<file path="src/rtl/dmem_pkg.sv">
// dmem_pkg: funct3 codes and FSM state encoding shared by the dmem_ctrl slice
package dmem_pkg;
  localparam logic [2:0] F3_B  = 3'd0;
  localparam logic [2:0] F3_H  = 3'd1;
  localparam logic [2:0] F3_W  = 3'd2;
  localparam logic [2:0] F3_BU = 3'd4;
  localparam logic [2:0] F3_HU = 3'd5;
  typedef enum logic [1:0] {S_IDLE, S_READ, S_WRITE, S_RESP} state_e;
endpackage

</file>
<file path="src/rtl/dmem_align.sv">
// dmem_align: load extract/extend + store merge; in we,funct3,addr_lo,rdata,wdata; out load_data,merged_word,misalign,illegal
module dmem_align
  import dmem_pkg::*;
(
  input  logic        we,
  input  logic [2:0]  funct3,
  input  logic [1:0]  addr_lo,
  input  logic [31:0] rdata,
  input  logic [31:0] wdata,
  output logic [31:0] load_data,
  output logic [31:0] merged_word,
  output logic        misalign,
  output logic        illegal
);
  logic [7:0]  b;
  logic [15:0] h;
  logic [31:0] bmask, hmask;
  assign b = 8'(rdata >> {addr_lo, 3'b000});
  assign h = addr_lo[1] ? rdata[31:16] : rdata[15:0];
  assign bmask = 32'h0000_00FF << {addr_lo, 3'b000};
  assign hmask = addr_lo[1] ? 32'hFFFF_0000 : 32'h0000_FFFF;
  assign illegal = we ? (funct3 > F3_W) : !(funct3 inside {F3_B, F3_H, F3_W, F3_BU, F3_HU});
  assign misalign = (funct3[1:0] == 2'd1) ? addr_lo[0] : (funct3[1:0] == 2'd2) ? |addr_lo : 1'b0;
  assign load_data = (funct3[1:0] == 2'd0) ? {{24{b[7] & ~funct3[2]}}, b} :
                     (funct3[1:0] == 2'd1) ? {{16{h[15] & ~funct3[2]}}, h} : rdata;
  assign merged_word = (funct3[1:0] == 2'd0) ? (rdata & ~bmask) | ({4{wdata[7:0]}} & bmask) :
                       (funct3[1:0] == 2'd1) ? (rdata & ~hmask) | ({2{wdata[15:0]}} & hmask) : wdata;
endmodule

</file>
<file path="src/rtl/dmem_ctrl.sv">
// dmem_ctrl: load/store sequencer; req_* valid/ready in, resp_* one-cycle pulse out, ram_* word-wide RAM port
module dmem_ctrl
  import dmem_pkg::*;
#(
  parameter int ADDR_W = 8,
  parameter int RD_LAT = 1
) (
  input  logic              clk,
  input  logic              rst,
  input  logic              req_valid,
  output logic              req_ready,
  input  logic              req_we,
  input  logic [2:0]        req_funct3,
  input  logic [31:0]       req_addr,
  input  logic [31:0]       req_wdata,
  output logic              resp_valid,
  output logic [31:0]       resp_rdata,
  output logic              resp_err,
  output logic              ram_we,
  output logic [ADDR_W-1:0] ram_addr,
  output logic [31:0]       ram_wdata,
  input  logic [31:0]       ram_rdata
);
  localparam int CW = $clog2(RD_LAT + 1);
  state_e            state_q, state_d;
  logic              we_q, we_d, err_q, err_d;
  logic [2:0]        f3_q, f3_d;
  logic [ADDR_W+1:0] addr_q, addr_d;
  logic [31:0]       word_q, word_d;
  logic [CW-1:0]     cnt_q, cnt_d;
  logic              idle, bad, misalign, illegal;
  logic [31:0]       load_data, merged_word;
  logic              unused_addr;
  assign unused_addr = ^req_addr[31:ADDR_W+2];
  assign idle = state_q == S_IDLE;
  assign bad = misalign | illegal;
  // In IDLE the aligner classifies the incoming request; afterwards it works on the captured one.
  // word_q holds store data until the read returns, then the merged word or the extracted load.
  dmem_align u_align (
    .we          (idle ? req_we : we_q),
    .funct3      (idle ? req_funct3 : f3_q),
    .addr_lo     (idle ? req_addr[1:0] : addr_q[1:0]),
    .rdata       (ram_rdata),
    .wdata       (word_q),
    .load_data   (load_data),
    .merged_word (merged_word),
    .misalign    (misalign),
    .illegal     (illegal)
  );
  assign req_ready  = idle;
  assign resp_valid = state_q == S_RESP;
  assign resp_err   = resp_valid & err_q;
  assign resp_rdata = (resp_valid && !we_q && !err_q) ? word_q : 32'h0;
  assign ram_we     = state_q == S_WRITE;
  assign ram_addr   = addr_q[ADDR_W+1:2];
  assign ram_wdata  = ram_we ? word_q : 32'h0;
  always_comb begin
    state_d = state_q;
    we_d    = we_q;
    f3_d    = f3_q;
    addr_d  = addr_q;
    word_d  = word_q;
    err_d   = err_q;
    cnt_d   = cnt_q;
    case (state_q)
      S_IDLE: if (req_valid) begin
        we_d    = req_we;
        f3_d    = req_funct3;
        addr_d  = req_addr[ADDR_W+1:0];
        word_d  = req_wdata;
        err_d   = bad;
        cnt_d   = '0;
        state_d = bad ? S_RESP : (req_we && req_funct3 == F3_W) ? S_WRITE : S_READ;
      end
      S_READ: if (cnt_q == CW'(RD_LAT)) begin
        word_d  = we_q ? merged_word : load_data;
        state_d = we_q ? S_WRITE : S_RESP;
      end else begin
        cnt_d = cnt_q + CW'(1);
      end
      S_WRITE: state_d = S_RESP;
      default: state_d = S_IDLE;
    endcase
  end
  always_ff @(posedge clk) begin
    if (rst) begin
      state_q <= S_IDLE;
      we_q    <= 1'b0;
      f3_q    <= '0;
      addr_q  <= '0;
      word_q  <= '0;
      err_q   <= 1'b0;
      cnt_q   <= '0;
    end else begin
      state_q <= state_d;
      we_q    <= we_d;
      f3_q    <= f3_d;
      addr_q  <= addr_d;
      word_q  <= word_d;
      err_q   <= err_d;
      cnt_q   <= cnt_d;
    end
  end
endmodule

</file>
<file path="config.mk">
export PLATFORM = sky130hd
export DESIGN_NAME = dmem_ctrl
export DESIGN_NICKNAME = d
export VERILOG_FILES = /design/src/rtl/dmem_pkg.sv /design/src/rtl/dmem_align.sv /design/src/rtl/dmem_ctrl.sv
export SDC_FILE = /design/constraint.sdc
export NUM_CORES = 1
export LEC_CHECK = 0
export ABC_AREA = 1
export ABC_CLOCK_PERIOD_IN_PS = 8580
export CAP_MARGIN = 20
export CELL_PAD_IN_SITES_DETAIL_PLACEMENT = 0
export CELL_PAD_IN_SITES_GLOBAL_PLACEMENT = 1
export CORE_MARGIN = 2
export CORE_UTILIZATION = 32
export DETAILED_ROUTE_END_ITERATION = 10
export PLACE_DENSITY_LB_ADDON = 0.1
export SYNTH_ARGS = -nofsm -noshare
export SYNTH_HDL_FRONTEND = slang
export SYNTH_HIERARCHICAL = 1
export SYNTH_SLANG_ARGS = --single-unit
</file>
<file path="constraint.sdc">
create_clock -name clk -period 8.58 [get_ports clk]
set_clock_uncertainty 0.2 [all_clocks]
set_input_delay 2.145 -clock clk [delete_from_list [all_inputs] [get_ports clk]]
set_output_delay 2.145 -clock clk [all_outputs]
set_load 0.05 [all_outputs]
</file>
==> out/qor.yml <==
die:
  rows: 47
  die_w_microns: 135
  dieHeight_microns: 135
  start_util_pct: 32.8
  ios: 179
  core_area_sq_um: 16600
  die_area_sq_um: 18100
clock_network:
  cts_tree: "yes"
  h-tree-depth: 2
  cts-root-buf: "clkbuf_16"
  numClockSinks: 50
  holdBufCountCts: 0
  cts_setup_buffers: 0
  clk_latency_ns: 0.32
  clock_path_buffers: 2
  ctsResizeCount: 0
  clk_pin_slew_ns: 0.08
  numCtsBuffers: 5
sta:
  hold_violations: 0
  drv_slew: 0
  min_period_ns: 5.74
  period_share_pct: 66.9
  setup_viol: 0
  max-slew-margin-rel_pct: 28.8
  tightest_slew_ns: 1.07
  setup-tns-final_ns: 0
  fmax_ghz: 0.174
  rsz0062_at_grt: "no"
route:
  vias: 6621
  viasPerCell: 4.77
  first_pass_iters: 6
  wl_met1_microns: 10000
  wl_per_cell_microns: 15.6
  route.met3.wl_microns: 1740
  antenna_left: 0
  routed.top_layer: "met4"
  drc: 0
  wl_met2_microns: 9430
  first_iter_violations: 480
  wl_microns: 21700
logic_synthesis:
  ys_top_cells_by_count: "nand2_1 (373), nor2_1 (171), inv_1 (147)"
  ys_ff_latch: 50
  synth-edff-count: 0
  ys_seq_area_share_pct: 18.4
  yosys_warnings: 6
  ys.flop_type: "dfxtp_1"
  syn_inst: 1071
  synth.cell_area_sq_um: 5450
  synth.avg_cell_area_sq_um: 5.09
  netlist-cell-type-count: 26
  synth_top_area_share_pct: 25.7
  synthTopCellsByArea: "nand2_1 (26%), dfxtp_1 (18%), nor2_1 (12%)"
  synth_top_cell_by_area: "nand2_1"
  yosysMostFrequentCell: "nand2_1"
  async_reset_ff_share_pct: 0
  syn-num-nets: 1179
global_route:
  grt_pass1_vias: 6282
  overflow: 0
  grt_pass1_wl_microns: 34500
  antenna_found_initial: 0
  grt_max_degree: 45
  grtUsageTotal_pct: 24.2
placement:
  routabilityCongestion: 0.886
  port_buffers: 156
  placed_area_sq_um: 6970
  hpwl_microns: 15100
layout:
  stdcell_area_sq_um: 7140
  area_growth_pct: 30.9
  fin_nets: 1275
  nFillCells: 1904
  num_antenna_cells: 0
  postLayoutCoreUtil_pct: 42.9
  drive_above_1_share_pct: 2.83
critical_path:
  critPathRequiredTime_ns: 8.60
  cp_max_fo: 44
  path_class: "input port to flop"
  cp-start-kind: "input port"
  cp-end-kind: "flop"
  critPathArrivalTime_ns: 5.75
run_status:
  outcome: "finished, final reports clean"
min_path:
  hold_path_class: "flop to flop"
power_and_ir_drop:
  powerDensity_nw_per_um2: 289
  p_leak_nw: 3.72
  irDropWorstVdd_mv: 0.150
flow_run:
  cap_viol_max_count: 0
## cells by family after synthesis
| family | Yosys count | share of synthesized area, % |
|---|---|---|
| simple gates | 592 | 42.3 |
| buf+inv | 231 | 18.6 |
| compound gates | 193 | 19.6 |
| flops | 50 | 18.4 |
| fa+ha+maj | 5 | 1.15 |
## state kept, by name, summed over array words and instances (netlist names)
| register | count |
|---|---|
| state_q | 2 |
| addr_q | 10 |
| f3_q | 3 |
| we_q | 1 |
| word_q | 32 |
| err_q | 1 |
| cnt_q | 1 |
## where the power goes
group / internal, mW / leakage [nW] / switching (mW)
Sequential: 0.312 / 0.414 / 0.111
Clock: 0.140 / 0.0819 / 0.112
Combinational: 0.431 / 3.23 / 0.960
## cells in the final DEF (no fill, tap or decap), types with 2 or more instances in the layout
cell type	n
nor2_4	2
buf_4	9
clkdlybuf4s50_1	156
inv_1	147
inv_2	4
o21ai_1	22
nor2_1	170
o21ai_2	2
a21oi_1	20
o211ai_1	28
clkbuf_16	5
ha_1	5
dfxtp_1	50
nand3_1	42
a21boi_0	8
inv_4	2
o21ai_0	111
nand2_1	373
nor2_2	2
## cell type report
cell class	instances	area (sq um)	share of cell area, %
multi-input combinational	790	3450	48.3
timing repair buffer	166	1660	23.2
sequential	50	1000	14.0
inverter	154	583	8.17
tap	220	275	3.85
clock buffer	5	125	1.75
clock inverter	3	48.8	0.683
## path summary, 6_finish.rpt
path / from / endpoint / slack [ns] / cells after the start
worst max-delay path: req_addr[1] / word_q[13] / 2.84 / 13
worst min-delay path: f3_q[0] / f3_q[0] / 0.26 / 2
worst max register to register: state_q[0] / word_q[13] / 3.98 / 14
worst min register to register: f3_q[0] / f3_q[0] / 0.26 / 2
## metrics by stage
step                      hold slack (ns)  cells  setup slack (ns)  total power, mW
final                               0.257   1388              2.84             2.07
after floorplan                     0.224   1071              4.27             1.46
after detailed placement            0.246   1380              2.56             1.81
after global placement              0.238   1379              2.53             1.81
after global routing                0.289   1388              2.50             2.28
after CTS                           0.257   1388              2.90             2.07
## worst max-delay path, cell delays in order
cell and delay, ns:
clkdlybuf4s50_1 0.47, nand2_1 0.07, o21ai_2 0.08, buf_4 0.42
nand3_2 0.69, inv_1 1.02, nand2_1 0.24, nand3_1 0.13
nand2_1 0.05, o21ai_0 0.17, o21ai_0 0.09, nor2_1 0.10
nor2_1 0.06
## metal layers
metal / track usage [%] / vias up
met1: 33.4 / 2893
li1: - / 3458
met4: 7.89 / 0
met2: 38.4 / 244
met5: 0 / -
met3: 4.02 / 26
(Power assumes the default switching activity.)
